===== config.mk =====
export PLATFORM = sky130hd
export DESIGN_NAME = pipe_stage_reg
export DESIGN_NICKNAME = d
export VERILOG_FILES = /design/src/rtl/pipe_stage_reg.sv
export SDC_FILE = /design/constraint.sdc
export NUM_CORES = 1
export LEC_CHECK = 0
export CORE_ASPECT_RATIO = 1.2
export CORE_MARGIN = 1
export CORE_UTILIZATION = 36
export CTS_BUF_LIST = sky130_fd_sc_hd__clkbuf_4
export CTS_CLUSTER_SIZE = 14
export DETAILED_ROUTE_END_ITERATION = 6
export PLACE_DENSITY_LB_ADDON = 0.3
export SLEW_MARGIN = 15
export SYNTH_ARGS = -nofsm -noshare
export SYNTH_HDL_FRONTEND = slang
export SYNTH_SLANG_ARGS = --single-unit

===== constraint.sdc =====
create_clock -name clock -period 1.37 [get_ports clock]
set_clock_uncertainty 0.05 [all_clocks]
set_input_delay 0.274 -clock clock [delete_from_list [all_inputs] [get_ports clock]]
set_output_delay 0.274 -clock clock [all_outputs]
set_load 0.02 [all_outputs]

===== src/rtl/pipe_stage_reg.sv =====
// Pipeline register between two core stages with valid/ready handshake, stall, flush and bubble insertion.
// Define YSYX_22040931_SKID_BUF_EN to add a skid entry so in_ready is driven from a register.
module pipe_stage_reg #(
  parameter int unsigned             PC_W     = 64,
  parameter int unsigned             INST_W   = 32,
  parameter logic [PC_W-1:0]         RESET_PC = '0,
  parameter logic [INST_W-1:0]       NOP_INST = 32'h00000013
) (
  input  logic              clock,
  input  logic              reset,
  input  logic              flush,
  input  logic              in_valid,
  output logic              in_ready,
  input  logic [PC_W-1:0]   in_pc,
  input  logic [INST_W-1:0] in_instr,
  output logic              out_valid,
  input  logic              out_ready,
  output logic [PC_W-1:0]   out_pc,
  output logic [INST_W-1:0] out_instr
);

  // Handshake: a transfer happens on a rising edge where valid and ready are
  // both high; a valid payload holds stable until its transfer completes.

  logic main_valid;
  logic in_fire;
  logic out_fire;

  assign out_valid = main_valid;
  assign out_fire  = main_valid & out_ready;
  assign in_fire   = in_valid & in_ready;

`ifdef YSYX_22040931_SKID_BUF_EN

  logic              skid_valid;
  logic [PC_W-1:0]   skid_pc;
  logic [INST_W-1:0] skid_instr;

  // Ready depends only on skid occupancy, breaking the path from out_ready.
  assign in_ready = ~skid_valid;

  always_ff @(posedge clock) begin
    if (reset) begin
      main_valid <= 1'b0;
      skid_valid <= 1'b0;
      out_pc     <= RESET_PC;
      out_instr  <= NOP_INST;
      skid_pc    <= RESET_PC;
      skid_instr <= NOP_INST;
    end else if (flush) begin
      main_valid <= 1'b0;
      skid_valid <= 1'b0;
      out_instr  <= NOP_INST;
    end else if (skid_valid) begin
      // Skid full means in_ready is low, so only the skid-to-main move can occur.
      if (out_fire) begin
        out_pc     <= skid_pc;
        out_instr  <= skid_instr;
        skid_valid <= 1'b0;
      end
    end else if (!main_valid || out_ready) begin
      if (in_fire) begin
        main_valid <= 1'b1;
        out_pc     <= in_pc;
        out_instr  <= in_instr;
      end else begin
        main_valid <= 1'b0;
        out_instr  <= NOP_INST;
      end
    end else if (in_fire) begin
      skid_valid <= 1'b1;
      skid_pc    <= in_pc;
      skid_instr <= in_instr;
    end
  end

`else

  assign in_ready = ~main_valid | out_ready;

  always_ff @(posedge clock) begin
    if (reset) begin
      main_valid <= 1'b0;
      out_pc     <= RESET_PC;
      out_instr  <= NOP_INST;
    end else if (flush) begin
      main_valid <= 1'b0;
      out_instr  <= NOP_INST;
    end else if (in_fire) begin
      // Covers both the empty stage and drain-with-refill in one cycle.
      main_valid <= 1'b1;
      out_pc     <= in_pc;
      out_instr  <= in_instr;
    end else if (out_fire) begin
      main_valid <= 1'b0;
      out_instr  <= NOP_INST;
    end
  end

`endif

endmodule


==> results_tabular.tex <==
\begin{tabular}{lr}
\hline
Metric & Value \\
\hline
\multicolumn{2}{l}{\textbf{Drt}} \\
\quad Routed vias & 3524 \\
\quad Post-DR vias/cell & 5.05 \\
\quad Routed wire length on met3 & 1020 µm \\
\quad Top metal layer carrying routed signals & met4 \\
\quad Total routed wirelength & 10500 µm \\
\quad Routed WL per cell & 15.0 µm \\
\quad Initial DRT Pass Iterations & 4 \\
\quad Initial drt markers & 118 \\
\quad Routed Antenna Nets & 0 \\
\quad Residual DRC count & 0 \\
\quad Met2 routed WL & 5140 µm \\
\quad Detailed-route wire length on metal 1 & 4240 µm \\
\multicolumn{2}{l}{\textbf{Logic synthesis}} \\
\quad Mux share of post-synthesis cell area & 0 \\
\quad EDFF count, synth & 0 \\
\quad Most common cell in the synthesized netlist & sky130\_fd\_sc\_hd\_\_dfxtp\_1 \\
\quad Commonest register cell after synthesis & sky130\_fd\_sc\_hd\_\_dfxtp\_1 \\
\quad Avg Inst Size Synth & 10.0 µm² \\
\quad Synth Area in XOR/XNOR & 0 \\
\quad Number of synthesized register bits & 97 \\
\quad Top post-synthesis cells by area & sky130\_fd\_sc\_hd\_\_dfxtp\_1, sky130\_fd\_sc\_hd\_\_or3b\_1, sky130\_fd\_sc\_hd\_\_a21oi\_1, sky130\_fd\_sc\_hd\_\_a22o\_1, sky130\_fd\_sc\_hd\_\_o21ai\_0 \\
\quad Adder and majority cell fraction of the synthesized area & 0 \\
\quad Simple logic cell fraction of the synthesized area & 0.162 \\
\quad Area share of the largest cell type after synthesis & 0.519 \\
\quad Post-synthesis cell type with the largest combined area & sky130\_fd\_sc\_hd\_\_dfxtp\_1 \\
\quad Combined area of all synthesized cells & 3740 µm² \\
\quad Syn Inst Count & 372 \\
\quad Async set or reset register ratio after synthesis & 0 \\
\quad Part of the Yosys area used for sequential elements & 0.519 \\
\quad Count of distinct cell types in the synthesized netlist & 18 \\
\quad Number of warnings reported in the yosys synthesis log & 0 \\
\quad Main combinational cell family by area after synthesis & compound AO/OA/AOI/OAI gates \\
\quad Top post-synthesis cells by count & sky130\_fd\_sc\_hd\_\_dfxtp\_1, sky130\_fd\_sc\_hd\_\_a21oi\_1, sky130\_fd\_sc\_hd\_\_or3b\_1 \\
\quad Area fraction in compound gates after synthesis & 0.252 \\
\quad Net count after synthesis & 473 \\
\multicolumn{2}{l}{\textbf{STA}} \\
\quad Actual slew at the worst max-slew pin & 0.740 ns \\
\quad Final critical-path setup slack & -0.180 ns \\
\quad Max-slew violation total from the final report & 0 \\
\quad Number of hold-slack violations in the final timing report & 0 \\
\quad Hold slack & 0.204 ns \\
\quad Setup Viol. Count Final & 98 \\
\quad Post-layout minimum cycle time & 1.55 ns \\
\quad Slew HR & 0.507 \\
\quad Achievable Freq & 0.645 GHz \\
\quad Tcrit/Tclk final & 1.13 \\
\quad RSZ-0062 raised after global routing & true \\
\quad Setup total negative slack & -8.13 ns \\
\multicolumn{2}{l}{\textbf{Clock tree}} \\
\quad Maximum buffer depth of the clock tree & 2 \\
\quad Count of clock tree sinks & 97 \\
\quad Clock insertion delay at the later pin of the skew report & 0.43 ns \\
\quad CTS tree & built \\
\quad TritonCTS buffer count & 9 \\
\quad Clock root buffer & sky130\_fd\_sc\_hd\_\_clkbuf\_4 \\
\quad CTS HTree Levels & 3 \\
\quad CTS clk-pin slew, worst paths & 0.14 ns \\
\quad Number of hold-repair buffers added at the cts stage & 0 \\
\multicolumn{2}{l}{\textbf{Cells and area}} \\
\quad Number of antenna diodes & 0 \\
\quad Ratio of cells with drive above 1 in the final layout & 0.294 \\
\quad Final design area excluding fillers & 5760 µm² \\
\quad Area used by multi-input combinational logic & 1620 µm² \\
\quad FILL cells & 913 \\
\quad Synthesis-to-layout area growth & 54.0\% \\
\quad Final \#Nets & 668 \\
\quad Layout Utilization & 0.573 \\
\quad FF/Latch Area & 1950 µm² \\
\multicolumn{2}{l}{\textbf{Setup path}} \\
\quad Startpoint of the worst register-to-register path & out\_valid\$\_SDFFE\_PP0P\_ \\
\quad Data required time at the worst endpoint & 1.67 ns \\
\quad CP Class & flip-flop to flip-flop \\
\quad Arrival @ worst endpoint & 1.85 ns \\
\quad Crit Reg-Reg Endpoint & out\_pc[23]\$\_SDFFE\_PP0P\_ \\
\quad Maximum fanout encountered on the critical timing path & 7 \\
\quad R2r worst-path depth & 6 \\
\quad Worst setup SP type & flip-flop \\
\quad Crit end category & flip-flop \\
\quad Minimum setup slack among reg-to-reg paths & -0.18 ns \\
\multicolumn{2}{l}{\textbf{Floorplanning}} \\
\quad Effective utilization at floorplan & 0.372 \\
\quad Die area & 10800 µm² \\
\quad IO Count & 199 \\
\quad Height of the die & 114 µm \\
\quad Die X-Extent & 95.0 µm \\
\quad Core outline area & 10100 µm² \\
\quad Cell Rows & 40 \\
\multicolumn{2}{l}{\textbf{Global route}} \\
\quad Total congestion overflow & 0 \\
\quad Total track usage & 0.184 \\
\quad Number of antenna violations at the first check in global routing & 0 \\
\quad Global-route wire length before repair & 15500 µm \\
\quad Largest net degree at the start of global routing & 65 \\
\quad Vias in the first global route & 3160 \\
\multicolumn{2}{l}{\textbf{Place}} \\
\quad Detailed Place HPWL & 6960 µm \\
\quad DP Area & 5860 µm² \\
\quad Quantity of I/O buffers inserted on ports & 198 \\
\quad RD Place Congestion & 0.747 \\
\quad Setup Slack @ Placement & -0.485 ns \\
\multicolumn{2}{l}{\textbf{Hold path}} \\
\quad Worst hold path stage count & 4 \\
\quad Endpoint of the worst hold-timing path & out\_valid\$\_SDFFE\_PP0P\_ \\
\quad Hold Path Class & input pin to flip-flop \\
\quad Worst Hold Launch & reset \\
\multicolumn{2}{l}{\textbf{Power and ir drop}} \\
\quad Static leakage power & 2.41 nW \\
\quad Total power per unit cell area & 954 nW/µm² \\
\quad IR drop worst, VDD & 0.434 mV \\
\multicolumn{2}{l}{\textbf{Run}} \\
\quad Max Cap Violations & 0 \\
\multicolumn{2}{l}{\textbf{Outcome}} \\
\quad Result of the run & finished with violations \\
\quad Violations in the final reports & negative setup slack \\
\hline
\end{tabular}
[registers in the layout (all words and copies together) (netlist names)]
signal     count
out_instr     32
out_pc        64
out_valid      1
[critical path: stages, from the launching register on]
cell,delay [ns]
sky130_fd_sc_hd__dfxtp_4,0.37
sky130_fd_sc_hd__nor2b_4,0.14
sky130_fd_sc_hd__buf_6,0.13
sky130_fd_sc_hd__buf_12,0.14
sky130_fd_sc_hd__buf_12,0.13
sky130_fd_sc_hd__or3b_1,0.36
sky130_fd_sc_hd__a21oi_1,0.15
[placed cells by master, fill, tap and decap left out, drive strengths merged]
cell type / synthesis / final
nand2b: 1 / 1
o21a: 2 / 2
nand3: 1 / 1
clkinv: 0 / 3
dfxtp: 97 / 97
or3b: 64 / 64
buf: 18 / 121
and3: 1 / 1
a21oi: 64 / 64
o22a: 3 / 3
bufinv: 0 / 1
clkbuf: 23 / 15
inv: 1 / 1
nor2: 2 / 2
o21ai: 65 / 65
clkdlybuf4s50: 0 / 99
a22o: 29 / 29
nor2b: 1 / 1
bufbuf: 0 / 2
[logic make-up (layout without fill, tap and decap cells)]
| group | count (synthesis) | count (layout) |
|---|---|---|
| buffers and inverters | 42 | 242 |
| and+or+nand+nor | 70 | 70 |
| AOI/OAI and AO/OA | 163 | 163 |
| DFF | 97 | 97 |
[final cells by class]
type                            instances  share of cell area
Clock buffer                           12              0.0156
Multi-Input combinational cell        233               0.280
Clock inverter                          4             0.00760
Timing Repair Buffer                  225               0.329
Tap cell                              126              0.0274
Sequential cell                        97               0.338
Inverter                                1             0.00152
[metal layers]
metal,GRT usage,up-vias
li1,-,1770
met1,0.217,1609
met2,0.305,135
met3,0.0693,10
met4,0.0606,0
met5,0,-
[stage by stage]
stage | power, W | std cells
after CTS | 0.00553 | 694
after global placement | 0.00408 | 674
final | 0.00550 | 698
after global routing | 0.00577 | 698
after detailed placement | 0.00410 | 674
after floorplan | 0.00351 | 372
[report_power, final]
part           switching, W  leakage [nW]  internal (W)
logic              0.000456          1.54      0.000540
registers         0.0000531         0.793       0.00294
clock network      0.000896        0.0787      0.000610
total               0.00141          2.41       0.00409
[repair_timing]
item | 4_1_cts | 5_1_grt
gates cloned | 2 | 2
pin swaps | 38 | 10
endpoints found under the setup margin | 155 | 100
endpoints found under the hold margin | 0 | 0
setup buffers | 2 | 2
resized for setup | 401 | 32
[how the worst max path moves through the flow]
stage	start	endpoint	slack [ns]	cells after the start
after floorplan	out_valid$_SDFFE_PP0P_	out_instr[21]$_SDFFE_PP0P_	-0.1	7
after global placement	out_ready	in_ready	-0.46	4
after detailed placement	in_valid	out_pc[40]$_SDFFE_PP0P_	-0.48	5
after CTS	out_valid$_SDFFE_PP0P_	out_pc[28]$_SDFFE_PP0P_	-0.16	6
after global routing	out_valid$_SDFFE_PP0P_	out_pc[23]$_SDFFE_PP0P_	-0.23	6
final	out_valid$_SDFFE_PP0P_	out_pc[23]$_SDFFE_PP0P_	-0.18	6
Note: power is estimated with default switching activity, not from simulation.
